[src/rtl/display_scan_mux.sv]
// Multiplexed 7-segment digit scanner.
// A free-running prescaler sets each digit's dwell time. The slot counter
// advances whenever the prescaler wraps. The digit-enable, code and decimal-point
// outputs are registered one cycle behind the counters. Brightness is set by
// gating the enable with the top three prescaler bits.
module display_scan_mux #(
  parameter  int N_DIGITS = 4,
  parameter  int DIV_W    = 16,
  localparam int SEL_W    = $clog2(N_DIGITS)
) (
  input  logic                  CLK,
  input  logic                  RST,
  input  logic                  H,
  input  logic [4*N_DIGITS-1:0] DATA,
  input  logic [N_DIGITS-1:0]   DP_IN,
  input  logic [N_DIGITS-1:0]   BLANK,
  input  logic [2:0]            BRIGHT,
  output logic [N_DIGITS-1:0]   AN,
  output logic [3:0]            DIGIT,
  output logic                  DP,
  output logic [SEL_W-1:0]      SEL
);

  localparam logic [SEL_W-1:0] LAST_SLOT = SEL_W'(N_DIGITS - 1);

  logic [DIV_W-1:0]    ps;
  logic [SEL_W-1:0]    sel;
  logic                wrap;
  logic                lit;

  // Slot-ordered views of the MSB-first input vectors
  logic [3:0]          nib_slot [N_DIGITS];
  logic [N_DIGITS-1:0] an_slot  [N_DIGITS];
  logic [N_DIGITS-1:0] dp_slot;
  logic [N_DIGITS-1:0] blank_slot;

  for (genvar k = 0; k < N_DIGITS; k++) begin : g_slot
    assign nib_slot[k]   = DATA[4*(N_DIGITS-1-k) +: 4];
    assign an_slot[k]    = ~(N_DIGITS'(1) << (N_DIGITS-1-k));
    assign dp_slot[k]    = DP_IN[N_DIGITS-1-k];
    assign blank_slot[k] = BLANK[N_DIGITS-1-k];
  end

  assign SEL  = sel;
  assign wrap = (ps == '1);

  // Prescaler and slot counter; both freeze while H is low
  always_ff @(posedge CLK) begin
    if (RST) begin
      ps  <= '0;
      sel <= '0;
    end else if (H) begin
      ps <= ps + 1'b1;
      if (wrap) begin
        sel <= (sel == LAST_SLOT) ? '0 : sel + 1'b1;
      end
    end
  end

  // Lit decision: PS==0 is a dark guard cycle at each slot start, and the top PS bits set the dimming
  always_comb begin
    lit = 1'b0;
    if (H && !blank_slot[sel] && (ps != '0) && (ps[DIV_W-1 -: 3] <= BRIGHT)) begin
      lit = 1'b1;
    end
  end

  // Registered display outputs, one cycle behind the counters
  always_ff @(posedge CLK) begin
    if (RST) begin
      AN    <= '1;
      DIGIT <= '0;
      DP    <= 1'b1;
    end else if (H) begin
      AN    <= lit ? an_slot[sel] : '1;
      DIGIT <= nib_slot[sel];
      DP    <= ~dp_slot[sel];
    end else begin
      AN    <= '1;
    end
  end

endmodule
[config.mk]
export PLATFORM = sky130hd
export DESIGN_NAME = display_scan_mux
export DESIGN_NICKNAME = d
export VERILOG_FILES = /design/src/rtl/display_scan_mux.sv
export SDC_FILE = /design/constraint.sdc
export NUM_CORES = 1
export LEC_CHECK = 0
export CAP_MARGIN = 20
export CORE_ASPECT_RATIO = 0.6
export CORE_MARGIN = 10
export CORE_UTILIZATION = 50
export CTS_CLUSTER_SIZE = 12
export DETAILED_ROUTE_END_ITERATION = 7
export HOLD_SLACK_MARGIN = 0.1
export PLACE_DENSITY = 0.83
export SLEW_MARGIN = 25
export SYNTH_ARGS = -nofsm -noshare
export SYNTH_HDL_FRONTEND = slang
export SYNTH_SLANG_ARGS = --single-unit
[constraint.sdc]
create_clock -name CLK -period 3.98 [get_ports CLK]
set_input_delay 0.796 -clock CLK [delete_from_list [all_inputs] [get_ports CLK]]
set_output_delay 0.796 -clock CLK [all_outputs]
set_load 0.005 [all_outputs]
# Word level (Yosys, flattened, before mapping)
# Index checks and enable logic that the tools add are counted.
[totals]
word_cells = 35
out_inout_bits = 11
in_bits = 30
ff_bits = 27
[classes]
n_eq_ne = 2
n_addsub = 2
n_reduce_logical = 7
muxes = 12
bitwise = 4
magnitude_cmp = 3
[op_table]
columns = ["cell", "n"]
rows = [
  ["adder 16 x 1 -> 16 bit, second input constant", 1],
  ["binary-select mux 4 bit (select 2 bit)", 2],
  ["== test 16 bit, second input constant", 1],
  ["2-to-1 mux 4 bit", 4],
  ["nonzero test 16 bit", 1],
  ["binary-select mux 1 bit (select 2 bit)", 2],
  [">= comparator 3 bit, second input constant", 1],
  ["<= comparator 3 bit", 1],
  ["logical AND 1 bit", 3],
  ["< comparator 2 x 3 -> 1 bit, second input constant", 1],
  ["2-to-1 mux 1 bit", 3],
  ["inverter 1 bit", 3],
  ["inverter 2 -> 3 bit", 1],
  ["OR reduction 3 bit", 1],
  ["adder 2 x 1 -> 2 bit, second input constant", 1],
  ["== test 2 bit, second input constant", 1],
  ["2-to-1 mux 2 bit", 1],
  ["AND reduction 2 bit", 1],
  ["logical NOT 1 bit", 1],
]

# Depth between registers and ports, before layout
[logic_depth]
depth_word = 9
ltp_mapped = 6
ltp_nobuf = 6

# Least setup slack after synthesis
# Ideal clock, no wire load.
[synth_path]
path_type = "input -> register"
start = "input BRIGHT[1]"
end = "register AN[0]"
path_slack_ps = 2118
required_ps = 3848
setup_ps = 132
path_buffers = 0
stages = 5
arrival_ps = 1730
cell_sequence = "inv_1 > ha_1 > a211o_1 > a211oi_2 > nand4_1"
[synth_via]
elab_chain_cells = 5
[synth_lines]
columns = ["item", "line", "text"]
rows = [
  ["start: declaration", "17", "input logic [2:0] BRIGHT,"],
  ["<= comparator 3 bit", "63", "if (H && !blank_slot[sel] && (ps != '0) && (ps[DIV_W-1 -: 3] <= BRIGHT)) begin"],
  ["logical AND 1 bit", "63", ""],
  ["2-to-1 mux 1 bit", "63", ""],
  ["inverter 1 bit (no line)", "-", ""],
  ["OR reduction 3 bit (no line)", "-", ""],
  ["end signal: assignment", "75", "AN <= lit ? an_slot[sel] : '1;"],
  ["end: declaration", "18", "output logic [N_DIGITS-1:0] AN,"],
]
# No other way between the ends.
# A chain may end at the register's enable or synchronous reset.

# Final worst setup path
[layout_path]
start = "register sel[0] (netlist: SEL[0])"
end = "output SEL[0]"
[layout_lines]
columns = ["item", "line", "text"]
rows = [
  ["start: declaration", "27", "logic [SEL_W-1:0] sel;"],
  ["start signal: assignment", "55", "sel <= (sel == LAST_SLOT) ? '0 : sel + 1'b1;"],
  ["end: declaration", "21", "output logic [SEL_W-1:0] SEL"],
]
# No word-level cell between the ends.

==> flow_summary.toml <==
[setup_path]
worstSetupStartpointType = "flop"
arrival_ps = 1630
crit_family = "flip-flops"
cp.buffers_inverters = 1
crit_path_end_kind = "output port"
crit_type = "flop to output port"
cp_cell_sequence = "clkdlybuf4s50_1"
cp_data_required_time_ps = 3180
cp_slowest_cell = "dfxtp_1"
path_max_fanout = 12
critPathMaxStageDelay_ps = 720

[detailed_routing]
first_pass_iters = 4
wirelength_um = 3490
viasPerCell = 5.24
wl_per_cell_um = 15.0
drc = 0
ant_nets = 0
routed-via-count = 1215
drtIter0Drc = 74

[synth]
ys_seq_area_share_pct = 36.1
synthFlopType = "dfxtp_1"
ys_top_cells_by_area = "dfxtp_1 36%, mux4_2 9.0%, ha_1 8.4%"
synth_top_area_share_pct = 36.1
synthTopCellsByCount = "27 x dfxtp_1, 21 x nor2_1, 12 x inv_1"
netlist_area_um2 = 1500
synth-edff-count = 0
yosysMostFrequentCell = "dfxtp_1"
yosys_warnings = 0
syn_inst = 153
synth_nets = 193
avgSynthCellArea_um2 = 9.78
ys_ff_latch = 27
synthDistinctLibCells = 29
synthArstFlopShare_pct = 0
synth_top_area_cell = "dfxtp_1"

[timing]
setup_slack_ps = 1550
worstMarginPinSlew_ps = 912
max_freq_mhz = 412
fin_crit_sh_pct = 61.0
max_slew_margin_pct = 39.0
slew_viol_final = 0
timing.hold.ws_ps = 519
rsz0062_at_grt = "false"
skew_ps = 3.33
hold_viol = 0
fin_setup_tns_ps = 0
fin_crit_ps = 2430
setup_viol = 0

[clock_network]
tritoncts = "built"
ctsResizeCount = 0
cts_setup_buffers = 0
clockBufferDepth = 2
insertion_delay_ps = 280
path_clk_slew_ps = 90
cts-root-buf = "clkbuf_8"
cts.sinks = 27
cts_hold_buf = 0
cts_max_level = 1
cts_buffers = 3

[layout]
antenna_cells = 0
finalInstanceArea_um2 = 1960
drive_gt1_share_pct = 10.0
nNetsFinal = 231
area_delta_synth_final_pct = 30.9

[placed_design]
post_dp_cell_area_um2 = 1910
gp_congestion = 0.803
port_buffers = 40
dp.final_hpwl_um = 2780
place_ws_ps = 1430

[global_route]
grt_pass1_vias = 1211
antenna_found_initial = 0
grt_pass1_wl_um = 5900
met1_usage_pct = 15.3
grt.overflow.total = 0
met2_usage_pct = 20.3
track_usage_pct = 12.5
busiest_layer = "met2"
grt_max_degree = 26
grtUsageMet3_pct = 4.08

[floorplanning]
start_util_pct = 52.1
rows = 15
die_h_um = 62.4
ios = 41
die_area_um2 = 5650
die_x_um = 90.6
core_area_um2 = 2870

[pwr]
power_density_nw_per_um2 = 261
peakVddDrop_uv = 148
p_leak_nw = 0.719
power.total_mw = 0.511

[min_path]
hold_path.class = "flop to flop"

[run]
maxCapViolations = 0

[outcome]
status = "finished clean"
-- worst paths after layout --
kind / start / end / slack (ps) / depth (start not counted)
setup / recovery: SEL[0] / SEL[0] / 1550 / 1
hold / removal: DIGIT[2] / DIGIT[2] / 520 / 2
setup reg to reg: SEL[0] / AN[2] / 2090 / 3
hold reg to reg: DIGIT[2] / DIGIT[2] / 520 / 2
-- placed cells by master, fill, tap and decap left out, types with 2 or more instances in the layout --
cell | netlist | routed
nand4_4 | 2 | 2
clkbuf_8 | 0 | 3
xnor2_1 | 8 | 8
or3_1 | 2 | 2
ha_1 | 10 | 10
nand4_1 | 9 | 9
a31oi_1 | 2 | 2
nand2_1 | 11 | 11
mux2i_1 | 6 | 6
nor4_1 | 4 | 4
clkdlybuf4s50_1 | 0 | 40
dfxtp_1 | 27 | 27
mux4_2 | 6 | 6
nor3_1 | 6 | 6
nor4_2 | 4 | 4
inv_1 | 12 | 12
nor2_1 | 21 | 21
o21ai_0 | 3 | 3
xor2_1 | 4 | 4
-- cell families (layout without fill, tap and decap cells) --
| kind of cell | Yosys count | count (layout) | share of synthesized area (%) |
|---|---|---|---|
| buffers and inverters | 20 | 57 | 5.94 |
| muxes | 12 | 12 | 13.0 |
| and+or+nand+nor | 63 | 63 | 25.4 |
| DFF | 27 | 27 | 36.1 |
| xor gates and xnor gates | 12 | 12 | 7.02 |
| AOI/OAI and AO/OA | 9 | 9 | 4.10 |
| adders and majority gates | 10 | 10 | 8.36 |
-- power breakdown --
part           switching [mW]  leakage, nW  internal, mW
combinational          0.0260        0.474        0.0459
clock                  0.0876       0.0255        0.0703
sequential            0.00555        0.219         0.276
total                   0.119        0.719         0.392
-- state kept, by name, summed over array words and instances, names as in the netlist --
| register | cells |
|---|---|
| DP | 1 |
| AN | 4 |
| SEL | 2 |
| ps | 16 |
| DIGIT | 4 |
-- area by class of cell --
class                           count  area [um2]
Multi-Input combinational cell    106         867
Sequential cell                    27         541
Timing Repair Buffer               41         408
Inverter                           12        45.0
Tap cell                           42        52.6
Clock inverter                      1        5.00
Fill cell                         223         912
Clock buffer                        3        41.3
-- metrics by stage --
| step | util, % | std cells |
|---|---|---|
| floorplan | - | 153 |
| global placement | 66.6 | 228 |
| detailed placement | 66.6 | 228 |
| CTS | 68.2 | 232 |
| global route | 68.2 | 232 |
| finish | 68.2 | 232 |
-- layer usage --
metal | wire, um | vias up
li1 | - | 615
met1 | 1600 | 564
met2 | 1650 | 32
met3 | 190 | 4
met4 | 46 | 0
met5 | 0 | -
Note: power is estimated with default switching activity, not from simulation.
